### src/rtl/button_event_arbiter.sv
// Four-button debouncer with per-channel one-deep event slots and a round-robin
// valid/ready event port. Overwritten undelivered events raise a sticky overflow flag.
module button_event_arbiter #(
  parameter int DEBOUNCE_CYCLES = 250000
) (
  input  logic       clk,
  input  logic       rst,
  input  logic [3:0] btn_in,
  output logic       evt_valid,
  input  logic       evt_ready,
  output logic [1:0] evt_chan,
  output logic       evt_press,
  output logic [3:0] btn_state,
  output logic       overflow,
  input  logic       ovf_clr
);

  localparam int CW = ($clog2(DEBOUNCE_CYCLES) < 1) ? 1 : $clog2(DEBOUNCE_CYCLES);
  localparam logic [CW-1:0] CNT_LAST = CW'(DEBOUNCE_CYCLES - 1);

  typedef enum logic {S_IDLE, S_OFFER} state_t;

  logic [3:0]    r_s0;
  logic [3:0]    r_s1;
  logic [3:0]    r_btn_state;
  logic [CW-1:0] r_cnt [4];
  logic [3:0]    r_edge;
  logic [3:0]    r_pend;
  logic [3:0]    r_dir;
  logic [1:0]    r_last;
  logic [1:0]    r_chan;
  logic          r_press;
  logic          r_ovf;
  state_t        r_state;

  logic [CW-1:0] w_cnt_next [4];
  logic [3:0]    w_differ;
  logic [3:0]    w_load;
  logic [3:0]    w_pend_next;
  logic [3:0]    w_dir_next;
  logic [3:0]    w_ovw;
  logic [3:0]    w_grant_hit;
  logic [1:0]    w_rr_idx [4];
  logic          w_found;
  logic [1:0]    w_sel;
  logic          w_grant;
  state_t        w_state_next;

  genvar gi;
  generate
    for (gi = 0; gi < 4; gi++) begin : g_chan
      assign w_differ[gi]   = r_s1[gi] ^ r_btn_state[gi];
      assign w_load[gi]     = w_differ[gi] && (r_cnt[gi] == CNT_LAST);
      assign w_cnt_next[gi] = (!w_differ[gi] || w_load[gi]) ? '0 : r_cnt[gi] + 1'b1;

      // A grant and a fresh edge in the same cycle: the old direction is
      // delivered and the new one stays pending, without overflow.
      assign w_grant_hit[gi] = w_grant && (w_sel == 2'(gi));
      assign w_pend_next[gi] = r_edge[gi] ? 1'b1 : (w_grant_hit[gi] ? 1'b0 : r_pend[gi]);
      assign w_dir_next[gi]  = r_edge[gi] ? r_btn_state[gi] : r_dir[gi];
      assign w_ovw[gi]       = r_edge[gi] && r_pend[gi] && !w_grant_hit[gi];

      assign w_rr_idx[gi] = r_last + 2'(gi + 1);
    end
  endgenerate

  always_ff @(posedge clk or posedge rst) begin
    if (rst) begin
      r_s0        <= '0;
      r_s1        <= '0;
      r_btn_state <= '0;
      r_edge      <= '0;
      for (int k = 0; k < 4; k++) r_cnt[k] <= '0;
    end else begin
      r_s0        <= btn_in;
      r_s1        <= r_s0;
      r_btn_state <= r_btn_state ^ w_load;
      r_edge      <= w_load;
      for (int k = 0; k < 4; k++) r_cnt[k] <= w_cnt_next[k];
    end
  end

  // Round-robin search starting one past the last granted channel.
  always_comb begin
    w_found = 1'b0;
    w_sel   = '0;
    for (int k = 0; k < 4; k++) begin
      if (!w_found && r_pend[w_rr_idx[k]]) begin
        w_found = 1'b1;
        w_sel   = w_rr_idx[k];
      end
    end
  end

  always_comb begin
    w_state_next = r_state;
    w_grant      = 1'b0;
    case (r_state)
      S_IDLE: begin
        if (w_found) begin
          w_grant      = 1'b1;
          w_state_next = S_OFFER;
        end
      end
      S_OFFER: begin
        if (evt_ready) w_state_next = S_IDLE;
      end
      default: w_state_next = S_IDLE;
    endcase
  end

  always_ff @(posedge clk or posedge rst) begin
    if (rst) begin
      r_state <= S_IDLE;
      r_pend  <= '0;
      r_dir   <= '0;
      r_last  <= 2'd3;
      r_chan  <= '0;
      r_press <= 1'b0;
      r_ovf   <= 1'b0;
    end else begin
      r_state <= w_state_next;
      r_pend  <= w_pend_next;
      r_dir   <= w_dir_next;
      if (w_grant) begin
        r_chan  <= w_sel;
        r_press <= r_dir[w_sel];
        r_last  <= w_sel;
      end
      if (|w_ovw)       r_ovf <= 1'b1;
      else if (ovf_clr) r_ovf <= 1'b0;
    end
  end

  assign evt_valid = (r_state == S_OFFER);
  assign evt_chan  = r_chan;
  assign evt_press = r_press;
  assign btn_state = r_btn_state;
  assign overflow  = r_ovf;

endmodule

### config.mk
export PLATFORM = sky130hd
export DESIGN_NAME = button_event_arbiter
export DESIGN_NICKNAME = d
export VERILOG_FILES = /design/src/rtl/button_event_arbiter.sv
export SDC_FILE = /design/constraint.sdc
export NUM_CORES = 1
export LEC_CHECK = 0
export CORE_UTILIZATION = 55
export DETAILED_ROUTE_END_ITERATION = 10
export PLACE_DENSITY_LB_ADDON = 0.08
export SYNTH_ARGS = -nofsm -noshare
export SYNTH_HDL_FRONTEND = slang
export SYNTH_SLANG_ARGS = --single-unit
### constraint.sdc
create_clock -name clk -period 9.1 [get_ports clk]
set_input_delay 2.275 -clock clk [delete_from_list [all_inputs] [get_ports clk]]
set_output_delay 2.275 -clock clk [all_outputs]
set_load 0.1 [all_outputs]
; ---- Word-level counts from Yosys, hierarchy flattened
; Cells that the tools add are included.
[word_totals]
ff_bits = 103
out_inout_bits = 9
[op_classes]
addsub = 7
n_lt_le_gt_ge = 5
n_eq_ne = 7
muxes = 36
bitwise = 6
reduce_logical = 41
[op_table]
columns = op, n
row1 = $add A18 B1 Y18 const B, 4
row2 = $eq A18 B18 Y1 const B, 4
row3 = $mux W18, 4
row4 = $mux W1, 22
row5 = $logic_and A1 B1 Y1, 19
row6 = $lt A2 B3 Y1 const B, 5
row7 = $logic_not A1 Y1, 11
row8 = $bmux W1 S2, 5
row9 = $reduce_bool A2 Y1, 5
row10 = $mux W2, 4
row11 = $add A2 B2 Y2 const B, 2
row12 = $eq A2 B2 Y1 const B, 2
row13 = $logic_or A1 B1 Y1, 4
row14 = $reduce_or A4 Y1, 1
row15 = $xor A1 B1 Y1, 4
row16 = $xor A4 B4 Y4, 1
row17 = $add A2 B1 Y2 const B, 1
row18 = $eq A2 B1 Y1 const B, 1
row19 = $logic_not A2 Y1, 1
row20 = $pmux W1 S2, 1
row21 = $not A1 Y1, 1

; ---- Longest topological paths before layout
[depth]
word_depth = 20
ltp_mapped = 7

; ---- Worst setup path after synthesis
; No wires, ideal clock.
[synth_timing]
kind = reg2out
from = register r_state (netlist: evt_valid)
to = output port evt_valid
arrival_time_ns = 0.973
setup_slack_ns = 5.852
stages_incl_launch_ff = 1
path_cell_list = dfrtp_1
[synth_lines]
columns = element, line_no
row1 = "start, declared", 34  ; state_t r_state;
row2 = "start signal, assigned", 122  ; r_state <= w_state_next;
row3 = "end, declared", 9  ; output logic evt_valid,
; No word-level cell between the ends.

; ---- Worst setup path after layout
[layout_timing]
from = register r_state (netlist: evt_valid)
to = output port evt_valid
; No word-level cell between the ends.

==> flow_summary.ini <==
[synth]
ys_seq_elements = 103
synthArstFlopShare_pct = 100
yosysSeqAreaShare_pct = 54.9
mappedNetlistArea_um2 = 4700
syn_area_per_cell_um2 = 10.4
synth_cells = 450
synth_cell_types = 42
ys.flop_type = dfrtp_1
synth-edff-count = 0
yosysWarnings = 0
syn_nets = 462

[timing]
rsz0062_at_grt = false
hold_viol_final = 0
drv_slew = 0
finalCritPeriodShare_pct = 47.2
setup_violations = 0
layout_setup_ws_ns = 4.80
post-route-min-period_ns = 4.30
setup_tns_ns = 0
tightest_slew_ns = 0.987
fmax_ghz = 0.233
maxSlewHeadroom_pct = 34.0
finClkSkew_ns = 0.0137

[cts]
cts.clk_slew.worst_paths_ns = 0.10
h-tree-depth = 3
cts_made_buffers = 9
hold_buffers = 0
cts_resized = 0
cts_tree = done
post_cts_buffers = 0
clock_path_buffers = 2
clkLatencyLatePin_ns = 0.36
cts_sinks = 103
cts_root_buf = clkbuf_8

[global_route]
grt-ovfl-total = 0
antenna_found_initial = 0
grt_max_degree = 59
grt_first_pass_wirelength_um = 14600
grt_pass1_vias = 3162
grtUsageTotal_pct = 21.2

[final_layout]
syn_to_final_growth_pct = 10.9
diodes = 0
final_cell_mix = dfrtp_1 (101), nor2_1 (80), xnor2_1 (41), xor2_1 (27), nand3_1 (26)
final_nets = 482
layout.cells.most_common = dfrtp_1
layout-drive-gt1-share_pct = 7.79

[worst_setup_path]
worst-path-buf-inv = 1
end_kind = output port
crit_required_ns = 6.83
critical-path-max-stage-delay_ns = 1.18
cp_cell_sequence = clkdlybuf4s50_1
worstPathArrival_ns = 2.02
cp_slowest_cell = clkdlybuf4s50_1
crit_fanout = 8
startpoint_type = flop
critPathKind = reg2out
cp_top_family = buffers and inverters

[placed_design]
post-place-ws_ns = 5.17
routabilityCongestion = 0.822
port_buffers = 16
dp_hpwl_um = 5620

[drt]
first_pass_iters = 4
ant_nets = 0
vias = 3179
viasPerCell = 5.48
drc = 0
drt_iter0_markers = 122
wirelength_um = 8390
wl_per_cell_um = 14.5

[floorplanning]
io_pins = 17
die_area_um2 = 8920
num_rows = 33
die_x_um = 94.5
start_util_pct = 56.9
die_y_um = 94.5
core_area_um2 = 8260

[power_and_ir_drop]
p_per_area_nw_per_um2 = 162
leakage_nw = 2.22
max-vdd-ir-drop_v = 0.0000853

[flow_run]
max_cap_violations = 0

[min_path]
hp-class = reg2reg

[outcome]
status = completed
cell usage after synthesis (4+ instances only):
cell type  instances  share of area (%)
nand4_1           12                1.6
nand3_1           26                2.8
mux2_2             9                2.2
o21ai_0            4               0.43
nor2_1            80                6.4
dfrtp_1          101                 54
and4_1             4               0.75
buf_2              7               0.75
nor4b_1            4               0.75
xor2_1            27                5.0
xnor2_1           41                7.6
nor2b_1            7               0.93
nand2_1           25                2.0
and3_1            12                1.6
nor2_2             4               0.53
nor3_1            10                1.1
ha_1               4                1.1
inv_1             18                1.4
nor4_1            15                2.0
worst reg2reg max path, delay by kind of cell (launching register included):
family	cells	cell delay, ns
AND/OR/NAND/NOR	5	1.21
flip-flops	1	0.43
adder cells (fa/ha/maj)	1	0.24
path summary, 6_finish.rpt:
path / start / endpoint / slack (ns) / cells past startpoint
min reg2reg: r_s0[2] / r_s1[2] / 0.36 / 0
max reg2reg: r_cnt[54] / r_cnt[56] / 7.08 / 6
max: evt_valid / evt_valid / 4.80 / 1
max in group asynchronous: rst / r_cnt[15] / 5.69 / 3
min: r_s0[2] / r_s1[2] / 0.36 / 0
min in group asynchronous: rst / evt_press / 2.30 / 2
layout make-up:
| cell class | count | area [um2] |
|---|---|---|
| Timing Repair Buffer | 17 | 168 |
| Clock inverter | 7 | 126 |
| Multi-Input combinational cell | 321 | 2020 |
| Clock buffer | 9 | 124 |
| Fill cell | 687 | 3040 |
| Tap cell | 105 | 131 |
| Sequential cell | 103 | 2580 |
| Inverter | 18 | 70.1 |
per-layer routing:
metal | global-route usage, % | part of all wire [%]
met5 | 0 | 0
met4 | 6.06 | 0.80
met3 | 5.23 | 2.5
met2 | 34.1 | 47
met1 | 28.5 | 49
registers in the layout (all words and copies together), names as in the netlist, named ones only:
| register | count |
|---|---|
| r_dir | 4 |
| evt_press | 1 |
| r_s1 | 4 |
| overflow | 1 |
| r_s0 | 4 |
| evt_chan | 2 |
| r_last | 2 |
| r_pend | 4 |
| r_cnt | 72 |
| r_edge | 4 |
| evt_valid | 1 |
logic make-up (layout without fill, tap and decap cells):
logic type	after synthesis	count (layout)	share of synthesized area, %
AOI/OAI and AO/OA	19	19	2.79
muxes	12	12	2.79
buffers and inverters	26	51	2.26
and+or+nand+nor	218	218	23.5
xor gates and xnor gates	68	68	12.7
adders and majority gates	4	4	1.06
DFF	103	103	54.9
metrics by stage:
| stage | utilization (%) | instance area (um2) | hold slack [ns] | std cells | total power [mW] |
|---|---|---|---|---|---|
| 2_1_floorplan | - | 4700 | 0.331 | 450 | 0.494 |
| 3_3_place_gp | 60.1 | 4960 | 0.333 | 564 | 0.503 |
| 3_5_place_dp | 60.1 | 4960 | 0.344 | 564 | 0.503 |
| 4_1_cts | 63.2 | 5220 | 0.360 | 580 | 0.856 |
| 5_1_grt | 63.2 | 5220 | 0.382 | 580 | 0.877 |
| 6_report | 63.2 | 5220 | 0.359 | 580 | 0.844 |
power by group:
part,switching (mW),internal (mW)
clock,0.164,0.187
combinational,0.0172,0.00779
sequential,0.00498,0.463
total,0.186,0.658
Note: power is estimated with default switching activity, not from simulation.
